<file path="config.mk">
export PLATFORM = sky130hd
export DESIGN_NAME = rs_10_8_encoder_seq
export DESIGN_NICKNAME = d
export VERILOG_FILES = /design/src/rtl/rs_10_8_pkg.sv /design/src/rtl/rs_10_8_encoder_seq_lfsr_step.sv /design/src/rtl/rs_10_8_encoder_seq.sv
export SDC_FILE = /design/constraint.sdc
export NUM_CORES = 1
export LEC_CHECK = 0
export CAP_MARGIN = 20
export CORE_ASPECT_RATIO = 0.75
export CORE_MARGIN = 1.5
export CORE_UTILIZATION = 30
export CTS_CLUSTER_SIZE = 40
export DETAILED_ROUTE_END_ITERATION = 6
export PLACE_DENSITY = 0.47
export SETUP_SLACK_MARGIN = 0.15
export SYNTH_ARGS = -nofsm -noshare
export SYNTH_HDL_FRONTEND = slang
export SYNTH_SLANG_ARGS = --single-unit
</file>
<file path="constraint.sdc">
create_clock -name clk -period 10 [get_ports clk]
set_input_delay 1 -clock clk [delete_from_list [all_inputs] [get_ports clk]]
set_output_delay 1 -clock clk [all_outputs]
set_load 0.05 [all_outputs]
</file>
<file path="src/rtl/rs_10_8_pkg.sv">
// rs_10_8_pkg: GF(2^8) constants, types and multiplier shared by the RS(10,8)
// encoder and decoder.
package rs_10_8_pkg;
    localparam int SYM_W = 8;
    localparam int N_SYM = 10;
    localparam int K_SYM = 8;
    localparam logic [8:0] PRIM_POLY = 9'h11D;

    typedef logic [SYM_W-1:0] sym_t;
    typedef logic [N_SYM*SYM_W-1:0] codeword_t;

    localparam sym_t G1 = 8'h03;
    localparam sym_t G0 = 8'h02;

    // Shift-and-add multiply, reducing by the primitive polynomial each step
    function automatic sym_t gmul(sym_t a, sym_t b);
        sym_t p;
        sym_t x;
        p = '0;
        x = a;
        for (int i = 0; i < SYM_W; i++) begin
            if (b[i]) p ^= x;
            x = x[SYM_W-1] ? ((x << 1) ^ PRIM_POLY[SYM_W-1:0]) : (x << 1);
        end
        return p;
    endfunction
endpackage

</file>
<file path="src/rtl/rs_10_8_encoder_seq_lfsr_step.sv">
// rs_lfsr_step: one symbol of the g(x) = x^2 + 3x + 2 division LFSR.
module rs_lfsr_step
    import rs_10_8_pkg::*;
(
    input  logic [7:0] d,
    input  logic [7:0] r1,
    input  logic [7:0] r0,
    output logic [7:0] r1_next,
    output logic [7:0] r0_next
);
    logic [7:0] fb;

    assign fb      = d ^ r1;
    assign r1_next = r0 ^ gmul(fb, G1);
    assign r0_next = gmul(fb, G0);
endmodule

</file>
<file path="src/rtl/rs_10_8_encoder_seq.sv">
// rs_10_8_encoder_seq: systematic RS(10,8) encoder, symbol-serial LFSR with
// valid/ready handshakes on both the data and codeword sides.
module rs_10_8_encoder_seq
    import rs_10_8_pkg::*;
#(
    parameter int SYMS_PER_CYCLE = 1
) (
    input  logic        clk,
    input  logic        rst,
    input  logic        in_valid,
    output logic        in_ready,
    input  logic [63:0] data_in,
    output logic        out_valid,
    input  logic        out_ready,
    output logic [79:0] codeword_out,
    output logic        busy
);
    localparam logic [1:0] IDLE = 2'd0;
    localparam logic [1:0] ENC  = 2'd1;
    localparam logic [1:0] DONE = 2'd2;

    logic [1:0]  state;
    logic [63:0] hold;
    logic [63:0] shreg;
    logic [7:0]  r1;
    logic [7:0]  r0;
    logic [2:0]  cnt;
    logic [7:0]  c1 [SYMS_PER_CYCLE+1];
    logic [7:0]  c0 [SYMS_PER_CYCLE+1];
    logic        last;

    assign c1[0] = r1;
    assign c0[0] = r0;

    // Symbols are taken MSB-first from the top of the shift register
    for (genvar g = 0; g < SYMS_PER_CYCLE; g++) begin : g_step
        rs_lfsr_step u_step (
            .d       (shreg[63-8*g -: 8]),
            .r1      (c1[g]),
            .r0      (c0[g]),
            .r1_next (c1[g+1]),
            .r0_next (c0[g+1])
        );
    end

    assign last     = cnt == 3'(K_SYM - SYMS_PER_CYCLE);
    assign in_ready = state == IDLE;
    assign busy     = state != IDLE;

    always_ff @(posedge clk or posedge rst) begin
        if (rst) begin
            state        <= IDLE;
            hold         <= '0;
            shreg        <= '0;
            r1           <= '0;
            r0           <= '0;
            cnt          <= '0;
            out_valid    <= 1'b0;
            codeword_out <= '0;
        end else begin
            case (state)
                IDLE: if (in_valid) begin
                    hold  <= data_in;
                    shreg <= data_in;
                    r1    <= '0;
                    r0    <= '0;
                    cnt   <= '0;
                    state <= ENC;
                end
                ENC: begin
                    shreg <= shreg << (8 * SYMS_PER_CYCLE);
                    r1    <= c1[SYMS_PER_CYCLE];
                    r0    <= c0[SYMS_PER_CYCLE];
                    cnt   <= cnt + 3'(SYMS_PER_CYCLE);
                    if (last) begin
                        codeword_out <= {hold, c1[SYMS_PER_CYCLE], c0[SYMS_PER_CYCLE]};
                        out_valid    <= 1'b1;
                        state        <= DONE;
                    end
                end
                DONE: if (out_ready) begin
                    out_valid <= 1'b0;
                    state     <= IDLE;
                end
                default: state <= IDLE;
            endcase
        end
    end
endmodule
</file>
==> impl_metrics.tcl <==
set metrics [dict create \
    gr-usage-met3_pct 3.41 \
    grt_pass1_wl_um 34600 \
    wl_um 21800 \
    synth_edf_count 0 \
    io_pins 151 \
    synthDistinctLibCells 30 \
    hold_class "reg2reg" \
    startpoint_type "flop" \
    power_density_mw_per_mm2 397 \
    synthCells 712 \
    synth_common_cells "230 x dfrtp_1, 150 x nand2_1, 121 x mux2_2" \
    yosys_most_used_dff "dfrtp_1" \
    cts_root_buf "clkbuf_16" \
    synth_top_area_cell "dfrtp_1" \
    ant_nets 0 \
    status "finished clean" \
    avgSynthCellArea_um2 12.9 \
    vias_per_cell 4.54 \
    max_freq_mhz 339 \
    finalInstanceArea_mm2 0.0119 \
    die_height_um 155 \
    gp_congestion 0.673 \
    cts_tree "yes" \
    worst_pin_slew_ns 0.982 \
    ys_seq_elements 230 \
    wire_per_inst_um 17.2 \
    start_util_pct 30.5 \
    yosysSeqAreaShare_pct 62.5 \
    track_usage_pct 13.8 \
    firstDrtPassIters 5 \
    worstPathRequired_ns 9.00 \
    busiest_layer "met1" \
    timing.setup.tns_ns 0 \
    drcViolationCount 0 \
    final_hold_viol_count 0 \
    slew_viol_final 0 \
    netlist_area_mm2 0.00921 \
    r2r_slack_ns 7.11 \
    async_flop_share_pct 100 \
    cts_sinks 230 \
    arrival_ns 1.95 \
    yosysWarnings 0 \
    grt_max_degree 144 \
    whs_path_depth 2 \
    ctsHoldBuffers 0 \
    reg2reg_to "codeword_out[16]$_DFFE_PP0P_" \
    crit_type "reg2out" \
    endpoint_kind "output port" \
    grt_use_met1_pct 21.0 \
    r2r_start "state[0]$_DFFE_PP0P_" \
    min_from "shreg[30]$_DFFE_PP0P_" \
    fillCellCount 2887 \
    syn_to_final_growth_pct 29.2 \
    post_cts.repair.setup_buffers 0 \
    setup_ws_ns 7.05 \
    vias 5761 \
    worstHoldEndpoint "shreg[30]$_DFFE_PP0P_" \
    ys_top_cells_by_area "dfrtp_1 62%, mux2_2 15%, nand2_1 6.1%, a22oi_1 4.6%, xnor2_1 2.3%" \
    clk_path_buf_depth 3 \
    overflow 0 \
    antenna_found_initial 1 \
    ir_drop_mv 0.173 \
    finClkSkew_ns 0.0122 \
    postPlaceCellArea_mm2 0.0111 \
    numCtsBuffers 24 \
    dieWidth_um 205 \
    cap_violations 0 \
    drive_above_1_share_pct 21.1 \
    p_leak_nw 5.24 \
    cts.repair.resized 0 \
    fp-row-count 55 \
    dr.first_iter.drc_count 270 \
    synthDominantCellAreaShare_pct 62.5 \
    cp_max_fo 5 \
    grt_pass1_vias 5970 \
    hpwl_um 13700 \
    synth_nets 782 \
    synth_most_common_cell "dfrtp_1" \
    finalNetCount 921 \
    setup_viol 0 \
    clk_latency_ns 0.52 \
    dp_slack_ns 6.65 \
    r2r_cells 5 \
    rsz0062_at_grt "no" \
    die_area_mm2 0.0318 \
    coreArea_mm2 0.0302 \
    clk_pin_slew_ns 0.06 \
    htreeDepth 1 \
    layout_min_cycle_time_ns 2.95 \
    globalRouteMet2Util_pct 19.5 \
    fin_crit_sh_pct 29.5 \
    slew_headroom_pct 34.5 \
    portBuffers 150 \
]
[worst max-delay path by stage]
stage | startpoint | cells after the start | endpoint | slack (ns)
floorplan | rst | 1 | cnt[0]$_DFFE_PP0P_ | 2.70
global route | state[0]$_DFFE_PP0P_ | 5 | codeword_out[23]$_DFFE_PP0P_ | 6.91
global placement | in_valid | 7 | r1[6]$_DFFE_PP0P_ | 6.66
CTS | state[1]$_DFFE_PP0P_ | 2 | in_ready | 6.99
finish | state[1]$_DFFE_PP0P_ | 2 | in_ready | 7.05
detailed placement | in_valid | 7 | r1[5]$_DFFE_PP0P_ | 6.65
[area by class of cell]
type / instances / area [um^2] / share of cell area, %
inverters: 8 / 37.5 / 0.316
diodes: 1 / 2.50 / 0.0210
clock buffers: 35 / 702 / 5.90
well taps: 399 / 499 / 4.20
flip-flops and latches: 230 / 5760 / 48.4
repair buffers: 156 / 1560 / 13.1
clock inverters: 9 / 106 / 0.894
multi-input cells: 431 / 3230 / 27.2
[through the flow]
step           hold slack (ns)  utilization (%)  power, mW  instances
6_report                 0.466             39.4       4.73       1269
5_1_grt                  0.490             39.4       5.04       1268
4_1_cts                  0.471             39.4       4.81       1268
3_5_place_dp             0.457             36.7       3.87       1224
3_3_place_gp             0.452             36.7       3.84       1224
2_1_floorplan            0.440                -       3.22        712
[registers in the layout (all words and copies together), names as in the netlist]
name          flops
codeword_out     80
hold             64
shreg            64
r0                8
r1                8
cnt               3
state             2
out_valid         1
[where the power goes]
part	total [mW]	switching [mW]	internal, mW
registers	1.65	0.266	1.39
logic	2.16	1.26	0.897
clock network	0.912	0.373	0.539
total	4.73	1.90	2.82
[cell usage in the layout (no fill, tap or decap)]
master           count
dfrtp_1            230
nand2_1            150
clkdlybuf4s50_1    150
mux2_2             121
a22oi_1             56
xnor2_1             24
clkbuf_16           24
o21ai_0             18
o22ai_1             14
xor2_1               8
a22o_1               8
mux2_4               7
inv_1                7
a21oi_1              7
clkbuf_8             6
clkinv_2             6
clkbuf_1             5
buf_4                5
nor2_1               2
xnor2_4              2
o21ai_1              2
ha_1                 2
bufinv_16            2
diode_2              1
nor3b_2              1
nor2b_4              1
nor2_4               1
nand2_4              1
o21bai_1             1
xnor2_2              1
xnor3_2              1
inv_8                1
o31ai_1              1
or3_1                1
o22ai_2              1
clkinv_8             1
buf_12               1
[metal layers]
layer | vias up | wire length, um
met3 | 31 | 1320
met1 | 2863 | 11100
met5 | - | 13
met2 | 126 | 8950
met4 | 2 | 400
li1 | 2739 | -
[cell families after synthesis]
family                   share of synthesized area, %
AO/OA/AOI/OAI                                    8.04
XOR/XNOR                                         4.08
adder cells (fa/ha/maj)                         0.272
buffers and inverters                            2.64
flip-flops                                       62.5
multiplexers                                     15.9
AND/OR/NAND/NOR                                  6.55
[critical path, cell delays in order (launching register included)]
cell             delay [ns]
dfrtp_1                0.45
nor2_1                 0.16
clkdlybuf4s50_1        0.82
Note: power is estimated with default switching activity, not from simulation.
